`config.mk`:
```
export PLATFORM = sky130hd
export DESIGN_NAME = vector_assemble
export DESIGN_NICKNAME = d
export VERILOG_FILES = /design/src/rtl/vector_assemble.sv
export SDC_FILE = /design/constraint.sdc
export NUM_CORES = 1
export LEC_CHECK = 0
export CAP_MARGIN = 20
export CORE_UTILIZATION = 52
export CTS_CLUSTER_SIZE = 40
export DETAILED_ROUTE_END_ITERATION = 10
export PLACE_DENSITY_LB_ADDON = 0.25
export SKIP_CTS_REPAIR_TIMING = 1
export SYNTH_ARGS = -nofsm -noshare
export SYNTH_HDL_FRONTEND = slang
export SYNTH_HIERARCHICAL = 1
export SYNTH_SLANG_ARGS = --single-unit
export TNS_END_PERCENT = 50
```
`constraint.sdc`:
```
create_clock -name clk -period 2.37 [get_ports clk]
set_clock_uncertainty 0.2 [all_clocks]
set_input_delay 0.474 -clock clk [delete_from_list [all_inputs] [get_ports clk]]
set_output_delay 0.474 -clock clk [all_outputs]
set_load 0.03 [all_outputs]
```
`src/rtl/vector_assemble.sv`:
```
// Byte-to-word assembler: gathers four bytes from a valid/ready byte stream
// and presents them as one 32-bit word on a valid/ready word port.

module vector_assemble_lane #(
  parameter int VEC_W = 8
) (
  input  logic             clk,
  input  logic             rst_n,
  input  logic             wr_i,
  input  logic             ld_i,
  input  logic [VEC_W-1:0] byte_i,
  output logic [VEC_W-1:0] word_o
);
  logic [VEC_W-1:0] buf_q, word_q;

  // On completion the lane written this cycle bypasses its buffer.
  always_ff @(posedge clk or negedge rst_n) begin
    if (!rst_n) begin
      buf_q  <= '0;
      word_q <= '0;
    end else begin
      if (wr_i) buf_q  <= byte_i;
      if (ld_i) word_q <= wr_i ? byte_i : buf_q;
    end
  end

  assign word_o = word_q;
endmodule

module vector_assemble #(
  parameter bit MSB_FIRST = 1'b1
) (
  input  logic        clk,
  input  logic        rst_n,
  input  logic [7:0]  in_byte,
  input  logic        in_valid,
  output logic        in_ready,
  output logic [31:0] out_word,
  output logic        out_valid,
  input  logic        out_ready,
  output logic [1:0]  byte_cnt
);
  localparam int NUM_LANES = 4;
  localparam int VEC_W     = 8;

  typedef enum logic {FILL, FULL} state_e;

  state_e state_q, state_d;
  logic [1:0] cnt_q, cnt_d;
  logic accept, xfer, complete;
  logic [1:0] lane_sel;
  logic [NUM_LANES-1:0][VEC_W-1:0] word_lanes;

  assign out_valid = (state_q == FULL);
  assign in_ready  = !out_valid | out_ready;
  assign accept    = in_valid & in_ready;
  assign xfer      = out_valid & out_ready;
  assign complete  = accept & (cnt_q == 2'd3);
  // ~cnt equals 3-cnt: first byte goes to the top lane when MSB_FIRST.
  assign lane_sel  = MSB_FIRST ? ~cnt_q : cnt_q;

  for (genvar i = 0; i < NUM_LANES; i++) begin : g_lane
    vector_assemble_lane #(.VEC_W(VEC_W)) u_lane (
      .clk    (clk),
      .rst_n  (rst_n),
      .wr_i   (accept && (lane_sel == 2'(i))),
      .ld_i   (complete),
      .byte_i (in_byte),
      .word_o (word_lanes[i])
    );
  end

  assign out_word = word_lanes;
  assign byte_cnt = cnt_q;

  always_comb begin
    state_d = state_q;
    cnt_d   = cnt_q;
    if (accept) cnt_d = cnt_q + 2'd1;
    case (state_q)
      FILL:    if (complete) state_d = FULL;
      FULL:    if (xfer && !complete) state_d = FILL;
      default: state_d = FILL;
    endcase
  end

  always_ff @(posedge clk or negedge rst_n) begin
    if (!rst_n) begin
      state_q <= FILL;
      cnt_q   <= 2'd0;
    end else begin
      state_q <= state_d;
      cnt_q   <= cnt_d;
    end
  end
endmodule

```
==> results.toml, run 1 <==
[outcome]
outcome = "completed"

[clocking]
tritoncts = "built"
cts_inserted_buffers = 9
clk_path_buf_depth = 2
root_buffer = "clkbuf_8"
clock_latency_ns = 0.32
clkTransAtPathRegs_ns = 0.06
cts_htree_levels = 3
cts_sinks = 67

[synthesis]
synth_cells = 155
synth.area.top_cells = "dfrtp_1 (59%), mux2_4 (34%), ha_1 (1.8%), buf_6 (1.6%), and3_2 (0.79%)"
yosys-top-cells-count = "dfrtp_1 (67), mux2_4 (65), buf_6 (4), clkbuf_2 (4), ha_1 (4)"
synth.cell_area_um2 = 2850
synth_area_leader_cell = "dfrtp_1"
yosysWarnings = 6
synth_fp_nets = 171
async_flop_share = 1.00
synthMuxAreaShare = 0.343
syn_avg_cell_area_um2 = 18.4
synth_simple_gate_area_frac = 0.0215
synth.yosys.seq_area_share = 0.589
synth_edf_count = 0
synth_top_area_share = 0.589
synth-xor-area-share = 0.00308
ys_types = 12
synth_top_family_by_area = "multiplexers"
synth-seq-cells = 67
synthAdderAreaFrac = 0.0176
synth.most_common_cell = "dfrtp_1"
synth-main-ff-cell = "dfrtp_1"
synth_compound_gate_area_share = 0

[timing]
drv_slew = 0
tightest_slew_ns = 0.350
setup_slack_ns = 0.226
min_period_ns = 2.14
maxClockFrequency_ghz = 0.466
whs_ns = 0.296
setup_tns_ns = 0
slew_headroom = 0.766
period_share = 0.905
final_hold_viol_count = 0
rsz0062_at_grt = "no"
setup_viol = 0

[cells_and_area]
final_core_util = 0.696
finalNonFillerCells = 288
syn2layout_area_growth_pct = 26.5
drive_gt1_frac = 0.427
nFillCells = 342
nNetsFinal = 229
antenna_cells = 0

[power]
p_per_area_nw_per_um2 = 1590
p_clk_frac = 0.143
seq_power_share = 0.356
share_comb_of_total_power = 0.501
peakVddDrop_v = 0.000765
switching_share = 0.343
power.switching_mw = 1.96
cellLeakagePower_nw = 1.67
intPower_mw = 3.75

[critical_path]
critPathMaxFanout = 5
crit_type = "reg2out"
r2r_start = "byte_cnt[0]$_DFFE_PN0P_"
end_kind = "primary output"
critPathSlowestCell = "clkdlybuf4s50_1"
critPathTopFamily = "buffers and inverters"
cp-start-kind = "flip-flop"
crit_required_ns = 1.70
crit_start = "byte_cnt[0]$_DFFE_PN0P_"
critical_path_arrival_ns = 1.47
cp_cell_sequence = "clkdlybuf4s50_1"
critical_path.max_stage_delay_ns = 0.71
path_buf_inv = 1
reg2reg_slack_ns = 0.35

[detailed_routing]
dr.pass1.iters = 3
wl_per_cell_um = 18.2
via_per_inst = 5.01
drt-total-wl_mm = 5.24
drc_errors = 0
initialDrtViolationCount = 68
vias = 1444
antenna_left = 0

[min_path]
hold_class = "reg2reg"
worstHoldStart = "g_lane[2].u_lane/buf_q[1]$_DFF_PN0_"

[placement]
dp.cells = 271
dp_slack_ns = -0.0647
portBuffers = 47
dp_hpwl_mm = 3.55
place_congestion = 0.724

[global_route]
grt_usage = 0.200
overflow = 0
grt_pass1_wl_mm = 8.64
grt_antenna_before_repair = 0
grt_max_degree = 68
grt_pass1_vias = 1579

[floorplan]
die_x_um = 76.0
dieArea_um2 = 5770
num_io_pins = 48
dieHeight_um = 76.0
core_um2 = 5170
row_count = 26
start_util = 0.550

[run]
cap_violations = 0
-- per-layer routing --
metal,global-route usage,vias to the layer above,part of all wire
li1,-,647,-
met1,0.274,758,0.48
met2,0.310,34,0.47
met3,0.0623,5,0.035
met4,0.0577,0,0.0084
met5,0,-,0
-- logic make-up after synthesis --
kind of cell	after synthesis
DFF	67
muxes	65
buffers and inverters	10
and+or+nand+nor	8
adders and majority gates	4
xor gates and xnor gates	1
-- path summary, 6_finish.rpt --
kind,to,depth (start not counted)
max in group asynchronous,g_lane[2].u_lane/word_o[5]$_DFFE_PN0P_,3
max,byte_cnt[0],1
min,g_lane[2].u_lane/buf_q[1]$_DFF_PN0_,1
min in group asynchronous,g_lane[0].u_lane/buf_q[2]$_DFF_PN0_,3
max reg2reg,g_lane[3].u_lane/word_o[2]$_DFFE_PN0P_,5
min reg2reg,g_lane[2].u_lane/buf_q[1]$_DFF_PN0_,1
-- per-stage QoR --
stage          total power [mW]  area, um^2
2_1_floorplan              3.96        2850
3_3_place_gp               4.78        3420
3_5_place_dp               4.90        3420
4_1_cts                    5.76        3590
5_1_grt                    5.98        3600
6_report                   5.71        3600
-- sequential cells by signal, summed over array words and instances, names as in the netlist --
signal and cells:
byte_cnt 2, g_lane.u_lane/buf_q 32, g_lane.u_lane/word_o 32, out_valid 1
-- cells in the final DEF (no fill, tap or decap) --
cell,Yosys,routed
clkdlybuf4s50_1,0,45
inv_1,2,2
and3_2,3,3
xnor2_1,1,1
ha_1,4,4
nor2b_4,0,1
nand2_4,1,1
clkbuf_1,0,3
mux2_4,65,65
clkbuf_8,0,11
buf_4,0,6
dfrtp_1,67,67
nand2b_4,1,1
dlygate4sd3_1,0,1
clkinv_2,0,2
nand2_1,2,2
buf_12,0,2
buf_2,0,1
-- cell type report --
class | count | area, um^2 | area share
sequential | 67 | 1680 | 0.466
clock inverter | 2 | 10.0 | 0.00278
clock buffer | 14 | 163 | 0.0452
inverter | 2 | 7.51 | 0.00209
multi-input combinational | 78 | 1100 | 0.307
tap | 70 | 87.6 | 0.0243
timing repair buffer | 55 | 551 | 0.153
-- power groups by stage --
stage / Sequential (mW) / Clock (mW) / Combinational [mW]
CTS: 2.04 / 0.842 / 2.87
finish: 2.03 / 0.817 / 2.86
global placement: 2.01 / 0 / 2.77
detailed placement: 2.05 / 0 / 2.86
global route: 2.10 / 0.895 / 2.99
floorplan: 2.57 / 0 / 1.39
No activity file was read; power rests on OpenSTA's default activity.
==> run 2: changes to the inputs <==
--- a/config.mk
+++ b/config.mk
@@ -6,6 +6,7 @@
 export NUM_CORES = 1
 export LEC_CHECK = 0
 export CAP_MARGIN = 20
+export CORE_MARGIN = 3
 export CORE_UTILIZATION = 52
 export CTS_CLUSTER_SIZE = 40
 export DETAILED_ROUTE_END_ITERATION = 10
==> run 2 against run 1 <==
Net effect: the flow now finishes with violations (negative hold slack); critical path depth is the same; hold slack lost 0.32 ns; sequential power about the same; wire length is 4.5% higher; die area rose by 11%; maximum frequency is 0.52% lower.
==> results.toml, run 2 (synthesis gave the netlist of run 1 again) <==
[timing]
tightest_slew_ns = 0.702
slew_headroom = 0.532
maxClockFrequency_ghz = 0.464
setup_viol = 0
whs_ns = -0.0208
final_hold_viol_count = 30
period_share = 0.909
rsz0062_at_grt = "no"
drv_slew = 0
min_period_ns = 2.15

[power]
cellLeakagePower_nw = 1.67
power_mw = 5.77
p_per_area_nw_per_um2 = 1590
peakVddDrop_v = 0.000910

[detailed_routing]
wl_per_cell_um = 19.0
via_per_inst = 5.10
antenna_left = 0
dr.pass1.iters = 4
initialDrtViolationCount = 121
drt-total-wl_mm = 5.48
vias = 1469
drc_errors = 0

[cells_and_area]
final_core_util = 0.695
nNetsFinal = 229
layout_common_cells = "dfrtp_1 (67), mux2_4 (65), clkdlybuf4s50_1 (45)"
antenna_cells = 0
syn2layout_area_growth_pct = 27.1
final_common_cell = "dfrtp_1"
finalNonFillerCells = 288
drive_gt1_frac = 0.440

[placement]
dp.cells = 272
dp_hpwl_mm = 3.67
place_congestion = 0.773
portBuffers = 47

[clocking]
root_buffer = "clkbuf_8"
cts_sinks = 67
cts_htree_levels = 3
cts_inserted_buffers = 9
clk_path_buf_depth = 2
clock_latency_ns = 0.34
clkTransAtPathRegs_ns = 0.07
tritoncts = "built"

[global_route]
grt_antenna_before_repair = 0
overflow = 0
grt_max_degree = 38
grt_pass1_vias = 1623
grt_pass1_wl_mm = 9.08
grt_usage = 0.197

[floorplan]
dieArea_um2 = 6400
row_count = 26
die_x_um = 80.0
start_util = 0.547
num_io_pins = 48
core_um2 = 5200
dieHeight_um = 80.0

[critical_path]
crit_required_ns = 1.70
critPathSlowestCell = "clkdlybuf4s50_1"
critPathMaxFanout = 5
crit_type = "reg2out"
rr_worst_depth = 5
path_buf_inv = 1
cp_num_cells = 1
critical_path.max_stage_delay_ns = 0.71
critPathTopFamily = "buffers and inverters"
end_kind = "primary output"
cp_cell_sequence = "clkdlybuf4s50_1"
critical_path_arrival_ns = 1.48
cp-start-kind = "flip-flop"

[min_path]
hold_class = "in2async"

[run]
cap_violations = 0

[outcome]
outcome = "finished with violations"
failed_checks = "negative hold slack"
run 2: changes by cell type in the layout (fill, tap and decap cells not counted):
cell / change
clkbuf_1: -2
clkinvlp_4: +2
buf_12: +1
dlygate4sd3_1: -1
run 2: layout make-up:
type | count | area (um^2)
tap | 70 | 87.6
clock inverter | 4 | 25.0
clock buffer | 12 | 155
multi-input combinational | 78 | 1100
sequential | 67 | 1680
timing repair buffer | 55 | 561
inverter | 2 | 7.51
fill | 351 | 1590
run 2: per-layer routing:
metal,GRT usage,part of all wire
met4,0.0811,0.014
met2,0.296,0.48
met1,0.268,0.46
met5,0,0
met3,0.0576,0.045
run 2: through the flow:
stage                     cell area (um^2)  worst slack [ns]  TNS (ns)
final                                 3620             0.215         0
after detailed placement              3440           -0.0736     -1.69
after global placement                3440           0.00323         0
after floorplan                       2850             0.236         0
after global routing                  3620             0.149         0
after CTS                             3620             0.188         0
run 2: path summary, 6_finish.rpt:
path                                                     start                                      to  slack, ns
max reg2reg                            byte_cnt[0]$_DFFE_PN0P_  g_lane[3].u_lane/word_o[1]$_DFFE_PN0P_       0.38
max                                    byte_cnt[1]$_DFFE_PN0P_                             byte_cnt[1]       0.22
min reg2reg                g_lane[1].u_lane/buf_q[1]$_DFF_PN0_     g_lane[1].u_lane/buf_q[1]$_DFF_PN0_       0.29
max in group asynchronous                                rst_n     g_lane[2].u_lane/buf_q[3]$_DFF_PN0_       1.36
min in group clk           g_lane[1].u_lane/buf_q[1]$_DFF_PN0_     g_lane[1].u_lane/buf_q[1]$_DFF_PN0_       0.29
min                                                      rst_n  g_lane[1].u_lane/word_o[6]$_DFFE_PN0P_      -0.02
run 2: power by group:
| part | switching, mW | internal [mW] | leakage [nW] | total [mW] |
|---|---|---|---|---|
| clock | 0.423 | 0.433 | 0.0884 | 0.857 |
| sequential | 0.298 | 1.73 | 0.800 | 2.03 |
| combinational | 1.29 | 1.60 | 0.783 | 2.88 |
| total | 2.01 | 3.76 | 1.67 | 5.77 |
